<file path="config.mk">
export PLATFORM = sky130hd
export DESIGN_NAME = gray_arb
export DESIGN_NICKNAME = d
export VERILOG_FILES = /design/src/rtl/gray_arb.sv
export SDC_FILE = /design/constraint.sdc
export NUM_CORES = 1
export LEC_CHECK = 0
export CAP_MARGIN = 20
export CORE_MARGIN = 1.5
export CORE_UTILIZATION = 33
export CTS_CLUSTER_DIAMETER = 40
export DETAILED_ROUTE_END_ITERATION = 7
export SYNTH_ARGS = -nofsm -noshare
export SYNTH_HDL_FRONTEND = slang
export SYNTH_SLANG_ARGS = --single-unit
</file>
<file path="constraint.sdc">
create_clock -name Clk -period 1.24 [get_ports Clk]
set_input_delay 0.124 -clock Clk [delete_from_list [all_inputs] [get_ports Clk]]
set_output_delay 0.124 -clock Clk [all_outputs]
set_load 0.03 [all_outputs]
</file>
<file path="src/rtl/gray_arb.sv">
// Round-robin arbiter for two requesters sharing one 3-bit Gray counter: grants the counter and drives its En for Len steps.
// Optional early termination on counter overflow is enabled by defining GRAY_ARB_OVF_ABORT_EN.
module gray_arb (
  input  logic       Clk,
  input  logic       Reset,
  input  logic [1:0] Req,
  input  logic [3:0] Len0,
  input  logic [3:0] Len1,
  input  logic [2:0] GrayIn,
  input  logic       OvfIn,
  output logic       En,
  output logic [1:0] Gnt,
  output logic       Busy,
  output logic [1:0] Done,
  output logic [2:0] Result,
  output logic       Ovf,
  output logic       Aborted
);

  typedef enum logic [1:0] {IDLE, RUN, DONE} state_t;

  state_t     state;
  logic [3:0] remain;
  logic       ptr;
  logic       win;
  logic       ovf_seen;
  logic       abort_seen;

  logic       pick;
  logic [3:0] len_sel;
  logic       stop_early;

  always_comb begin
    pick       = (Req == 2'b11) ? ptr : Req[1];
    len_sel    = pick ? Len1 : Len0;
    stop_early = 1'b0;
`ifdef GRAY_ARB_OVF_ABORT_EN
    // Overflow on the final step is a normal finish, not an abort.
    stop_early = OvfIn && (remain != 4'd1);
`endif
  end

  always_ff @(posedge Clk) begin
    if (Reset) begin
      state      <= IDLE;
      remain     <= '0;
      ptr        <= 1'b0;
      win        <= 1'b0;
      ovf_seen   <= 1'b0;
      abort_seen <= 1'b0;
      En         <= 1'b0;
      Gnt        <= '0;
      Busy       <= 1'b0;
      Done       <= '0;
      Result     <= '0;
      Ovf        <= 1'b0;
      Aborted    <= 1'b0;
    end else begin
      Done <= '0;
      case (state)
        IDLE: begin
          if (Req != 2'b00) begin
            win        <= pick;
            ptr        <= ~pick;
            remain     <= len_sel;
            ovf_seen   <= 1'b0;
            abort_seen <= 1'b0;
            Gnt        <= pick ? 2'b10 : 2'b01;
            Busy       <= 1'b1;
            if (len_sel != 4'd0) begin
              state <= RUN;
              En    <= 1'b1;
            end else begin
              state <= DONE;
              En    <= 1'b0;
            end
          end
        end
        RUN: begin
          remain   <= remain - 4'd1;
          ovf_seen <= ovf_seen | OvfIn;
          if ((remain == 4'd1) || stop_early) begin
            state      <= DONE;
            En         <= 1'b0;
            abort_seen <= stop_early;
          end
        end
        DONE: begin
          // Counter has taken its last step on the previous edge, so GrayIn is final here.
          state   <= IDLE;
          En      <= 1'b0;
          Gnt     <= '0;
          Busy    <= 1'b0;
          Done    <= win ? 2'b10 : 2'b01;
          Result  <= GrayIn;
          Ovf     <= ovf_seen | OvfIn;
          Aborted <= abort_seen;
        end
        default: begin
          state <= IDLE;
          En    <= 1'b0;
          Gnt   <= '0;
          Busy  <= 1'b0;
        end
      endcase
    end
  end

endmodule
</file>
==> results.json, run 1 <==
{
  "gr-total-overflow": 0,
  "cell_internal_pwr_uw": 1230,
  "vias": 939,
  "worstPathMaxFanout": 2,
  "yosys_warnings": 0,
  "final_net_count": 170,
  "die_w_um": 56.6,
  "seq_area_sq_um": 392,
  "hold_viol": 0,
  "totalWireLength_um": 2430,
  "period_needed_ps": 1210,
  "rsz0062_at_grt": "yes",
  "grt_pass1_wl_um": 4170,
  "grt_usage_pct": 16.7,
  "status": "complete, no violations",
  "synth.avg_cell_area_sq_um": 8.86,
  "swShare_pct": 34.9,
  "hpwl_um": 1770,
  "cts_tree": "built",
  "yosys-top-cells-area": "dfxtp_1, a21oi_1, nor2_1, mux2i_1, o21ai_0",
  "n_fill_cell": 264,
  "crit_path_start_kind": "primary input",
  "drv_slew": 0,
  "synth_common_cells": "dfxtp_1, a21oi_1, nor2_1",
  "area_growth_syn_to_layout_pct": 53.2,
  "synth_flop_cell": "dfxtp_1",
  "core_sq_mm": 0.00273,
  "synth_top_area_share_pct": 40.1,
  "clock_sinks": 19,
  "synth_edf_count": 0,
  "setup_slack_ps": 26.7,
  "globalplace.congestion": 0.834,
  "drive_gt1_share_pct": 29.8,
  "grt_pass1_vias": 965,
  "cp_slowest_stage_delay_ps": 450,
  "syn_nets": 125,
  "pwr-share-clk_pct": 17.1,
  "critical_path_class": "in2reg",
  "root_buffer": "clkbuf_4",
  "ctsHoldBuffers": 0,
  "critPathTopFamily": "simple AND/OR/NAND/NOR gates",
  "rows": 19,
  "cts_buffers": 3,
  "setup_viol": 0,
  "synth_top_cell_by_area": "dfxtp_1",
  "power.switching_uw": 658,
  "power_density_mw_per_mm2": 1300,
  "hold_class": "in2reg",
  "remaining_drc_errors": 0,
  "pre_cts_ws_ps": -336,
  "worst_clock_skew_ps": 9.11,
  "ios": 27,
  "clkTransAtPathRegs_ps": 120,
  "synth_cell_type_count": 37,
  "critPathBufInv": 1,
  "yosysMostFrequentCell": "dfxtp_1",
  "synth-async-reset-ratio_pct": 0,
  "holdWs_ps": 213,
  "p_seq_share_pct": 41.3,
  "start_util_pct": 34.7,
  "max-clock-path-buffers": 2,
  "io_buffer_count": 25,
  "multiInputGateArea_sq_um": 542,
  "cp-end-kind": "flop",
  "final_antenna_net_count": 0,
  "diodes": 0,
  "drtIter0Drc": 19,
  "syn_area_sq_um": 948,
  "timing.final.crit_share_pct": 97.9,
  "p_leak_uw": 0.000662,
  "synth_seq_area_share_pct": 40.1,
  "die_y_um": 56.6,
  "maxCapViolations": 0,
  "vdd_drop_max_mv": 0.869,
  "first_pass_iters": 4,
  "wire_per_inst_um": 13.3,
  "pwr-share-comb_pct": 41.6,
  "grt_max_degree": 20,
  "viasPerCell": 5.16,
  "crit_chain": "clkdlybuf4s50_1 -> nor4_2 -> and3_1 -> a21oi_1 -> a2111oi_4",
  "die-area_sq_mm": 0.00320,
  "antenna_found_initial": 0,
  "netlist_instances": 107,
  "htreeDepth": 1,
  "fmax_ghz": 0.824,
  "worstPathRequired_ps": 1460,
  "critical_path_arrival_ps": 1430,
  "synth-seq-cells": 19,
  "slowest_stage": "clkdlybuf4s50_1",
  "clk_latency_ps": 310
}
[routing by layer]
metal | wire length [um] | part of all wire (%) | GRT usage (%)
met1 | 1110 | 46 | 20.1
met2 | 1120 | 46 | 27.1
met3 | 151 | 6.2 | 4.38
met4 | 48 | 2.0 | 8.84
met5 | 0 | 0 | 0
[worst min-delay path, cell delays in order]
cell            delay (ps)
dlymetal6s2s_1         130
mux2i_1                100
a21oi_1                140
[power groups by stage]
stage,sequential [uW],clock (uW),combinational [uW]
6_report,779,324,785
5_1_grt,794,363,859
4_1_cts,770,335,697
3_5_place_dp,781,0,714
3_3_place_gp,781,0,700
2_1_floorplan,824,0,363
[final cells by class]
class | instances | share of cell area (%)
well taps | 31 | 2.67
clock inverters | 1 | 0.345
multi-input cells | 77 | 37.3
repair buffers | 47 | 30.1
flip-flops and latches | 19 | 27.0
clock buffers | 3 | 1.55
inverters | 4 | 1.03
[per-stage QoR]
stage | util [%] | total power (uW) | instances | instance area [sq um] | setup TNS, ps
floorplan | - | 1190 | 107 | 948 | 0
global placement | 49.5 | 1480 | 177 | 1350 | -2350
detailed placement | 49.5 | 1500 | 177 | 1350 | -2500
CTS | 50.4 | 1800 | 181 | 1380 | 0
global route | 53.1 | 2020 | 182 | 1450 | -61.2
finish | 53.1 | 1890 | 182 | 1450 | 0
[kinds of logic after synthesis]
family,Yosys count,share of synthesized area [%]
buffers and inverters,11,7.25
adder cells (fa/ha/maj),2,2.64
flip-flops,19,40.1
XOR/XNOR,1,0.924
other,1,0.395
multiplexers,4,4.22
AND/OR/NAND/NOR,37,22.6
AO/OA/AOI/OAI,32,21.9
[cells in the final DEF, fill, tap and decap left out, types with 3 or more instances in the layout]
| cell type | count |
|---|---|
| dlygate4sd2_1 | 8 |
| clkdlybuf4s50_1 | 12 |
| mux2i_1 | 4 |
| inv_1 | 4 |
| dfxtp_1 | 14 |
| nor3_1 | 4 |
| a21oi_1 | 12 |
| dlymetal6s2s_1 | 3 |
| o21ai_0 | 4 |
| nand2b_1 | 3 |
| nor2_1 | 12 |
| buf_4 | 20 |
| a21boi_0 | 3 |
| and3_2 | 3 |
| clkbuf_4 | 3 |
| dfxtp_2 | 3 |
[flip-flops by register name, summed over array words and instances (netlist names)]
signal and cells:
Done 2, win 1, En 1, Busy 1, Result 3, ptr 1
ovf_seen 1, state 2, Ovf 1, Gnt 2, remain 4
[timing repair]
| action | CTS | global route |
|---|---|---|
| pin swaps | 2 | 4 |
| setup buffers | 0 | 1 |
| cloned | 0 | 0 |
| setup endpoints to repair | 14 | 9 |
| gates resized for setup | 13 | 19 |
[path summary, 6_finish.rpt]
check | to | cells after the start | startpoint | slack, ps
max | state[1] | 5 | Len1[1] | 30
min | remain[0] | 3 | Len1[0] | 210
max reg2reg | state[1] | 3 | state[1] | 40
min reg2reg | ptr | 1 | ptr | 460
Power figures use the tool's default switching activity.
==> inputs of run 2 (changes only) <==
--- a/config.mk
+++ b/config.mk
@@ -10,6 +10,7 @@
 export CORE_UTILIZATION = 33
 export CTS_CLUSTER_DIAMETER = 40
 export DETAILED_ROUTE_END_ITERATION = 7
+export SKIP_LAST_GASP = 1
 export SYNTH_ARGS = -nofsm -noshare
 export SYNTH_HDL_FRONTEND = slang
 export SYNTH_SLANG_ARGS = --single-unit
==> run 2 against run 1 <==
Net effect:
- global-route usage stayed put
- sequential cell count stayed put
- clock-buffer cell count unchanged
- final cell count did not move
- largest cell class unchanged
==> results.json, run 2 (same netlist as run 1, synthesis figures left out) <==
{
  "status": "complete, no violations",
  "cp_slowest_stage_delay_ps": 450,
  "htreeDepth": 1,
  "clock_sinks": 19,
  "grt_pass1_wl_um": 4170,
  "final_cell_mix": "buf_4, dfxtp_1, clkdlybuf4s50_1, a21oi_1, nor2_1",
  "vdd_drop_max_mv": 0.859,
  "grt_usage_pct": 16.7,
  "drv_slew": 0,
  "ios": 27,
  "period_needed_ps": 1240,
  "slowest_stage": "clkdlybuf4s50_1",
  "remaining_drc_errors": 0,
  "cell_internal_pwr_uw": 1230,
  "start_util_pct": 34.7,
  "hpwl_um": 1770,
  "rows": 19,
  "gr-total-overflow": 0,
  "root_buffer": "clkbuf_4",
  "grt_pass1_vias": 965,
  "first_pass_iters": 4,
  "pwr-share-clk_pct": 17.0,
  "cp-end-kind": "flop",
  "fmax_ghz": 0.809,
  "regMostFlops": "remain",
  "p_leak_uw": 0.000643,
  "cts_tree": "built",
  "clkTransAtPathRegs_ps": 110,
  "vias": 939,
  "design_area_sq_mm": 0.00145,
  "die_y_um": 56.6,
  "drtIter0Drc": 15,
  "core_sq_mm": 0.00273,
  "drive_gt1_share_pct": 29.8,
  "largest_reg_flops": 4,
  "worst_clock_skew_ps": 6.21,
  "wire_per_inst_um": 13.3,
  "power_density_mw_per_mm2": 1300,
  "io_buffer_count": 25,
  "worstPathRequired_ps": 1450,
  "final_net_count": 170,
  "timing.final.crit_share_pct": 99.7,
  "antenna_found_initial": 0,
  "maxCapViolations": 0,
  "area_growth_syn_to_layout_pct": 52.4,
  "finalPower_uw": 1880,
  "place_area_sq_mm": 0.00135,
  "diodes": 0,
  "crit_path_start_kind": "primary input",
  "layout_commonest_cell": "buf_4",
  "max-clock-path-buffers": 2,
  "viasPerCell": 5.16,
  "grt_max_degree": 20,
  "hold_class": "in2reg",
  "setup_viol": 0,
  "power.switching_uw": 655,
  "critical_path_class": "in2reg",
  "final_antenna_net_count": 0,
  "crit_chain": "clkdlybuf4s50_1 -> nor4_2 -> and3_1 -> a21oi_1 -> a2111oi_4",
  "cts_buffers": 3,
  "clk_latency_ps": 300,
  "rsz0062_at_grt": "yes",
  "die-area_sq_mm": 0.00320,
  "hold_viol": 0,
  "worstPathMaxFanout": 2,
  "p_seq_share_pct": 41.2,
  "pwr-share-comb_pct": 41.8,
  "swShare_pct": 34.8,
  "die_w_um": 56.6,
  "critical_path_arrival_ps": 1450,
  "top_regs": "remain: 4 flops, Result: 3 flops",
  "totalWireLength_um": 2410,
  "ctsHoldBuffers": 0,
  "globalplace.congestion": 0.834
}
==> run 2: timing repair <==
item / in CTS / in global routing
gates cloned: 0 / 0
setup buffers: 0 / 1
endpoints found under the setup margin: 14 / 9
pin swaps: 2 / 3
gates resized for setup: 13 / 15
==> run 2: final timing paths <==
| check | start | to | slack [ps] | depth (start not counted) |
|---|---|---|---|---|
| worst min-delay path | Req[0] | ptr | 400 | 4 |
| worst max register to register | state[0] | state[0] | 40 | 5 |
| worst max-delay path | Len1[3] | state[1] | 4 | 5 |
| worst min register to register | ptr | ptr | 460 | 1 |
==> run 2: critical path: cells and delay by family <==
kind | cells | cell delay [ps]
buffers and inverters | 1 | 450
AND/OR/NAND/NOR | 2 | 520
AO/OA/AOI/OAI | 2 | 360
==> run 2: per-layer routing <==
layer,track usage [%],vias up,wire length [um]
met2,27.1,27,1130
li1,-,468,-
met4,8.84,0,48
met3,4.38,4,167
met5,0,-,0
met1,20.1,440,1060
==> run 2: final cells by class <==
type / count / area, sq um
clock buffer: 3 / 22.5
clock inverter: 1 / 5.00
fill: 267 / 1290
inverter: 4 / 15.0
multi-input combinational: 77 / 542
sequential: 19 / 389
tap: 31 / 38.8
timing repair buffer: 47 / 433
==> run 2: power groups by stage <==
| stage | Sequential [uW] | Combinational, uW | Clock, uW |
|---|---|---|---|
| finish | 776 | 787 | 320 |
| global route | 793 | 858 | 364 |
| CTS | 770 | 697 | 335 |
| detailed placement | 781 | 714 | 0 |
| global placement | 781 | 700 | 0 |
| floorplan | 824 | 363 | 0 |
==> run 2: stage by stage <==
step	cells	setup slack, ps	TNS [ps]	utilization (%)	hold WS [ps]
3_5_place_dp	177	-336	-2500	49.5	450
5_1_grt	182	-61.6	-144	52.9	430
6_report	182	3.66	0	52.9	396
2_1_floorplan	107	50.6	0	-	268
3_3_place_gp	177	-319	-2350	49.5	442
4_1_cts	181	2.52	0	50.4	403
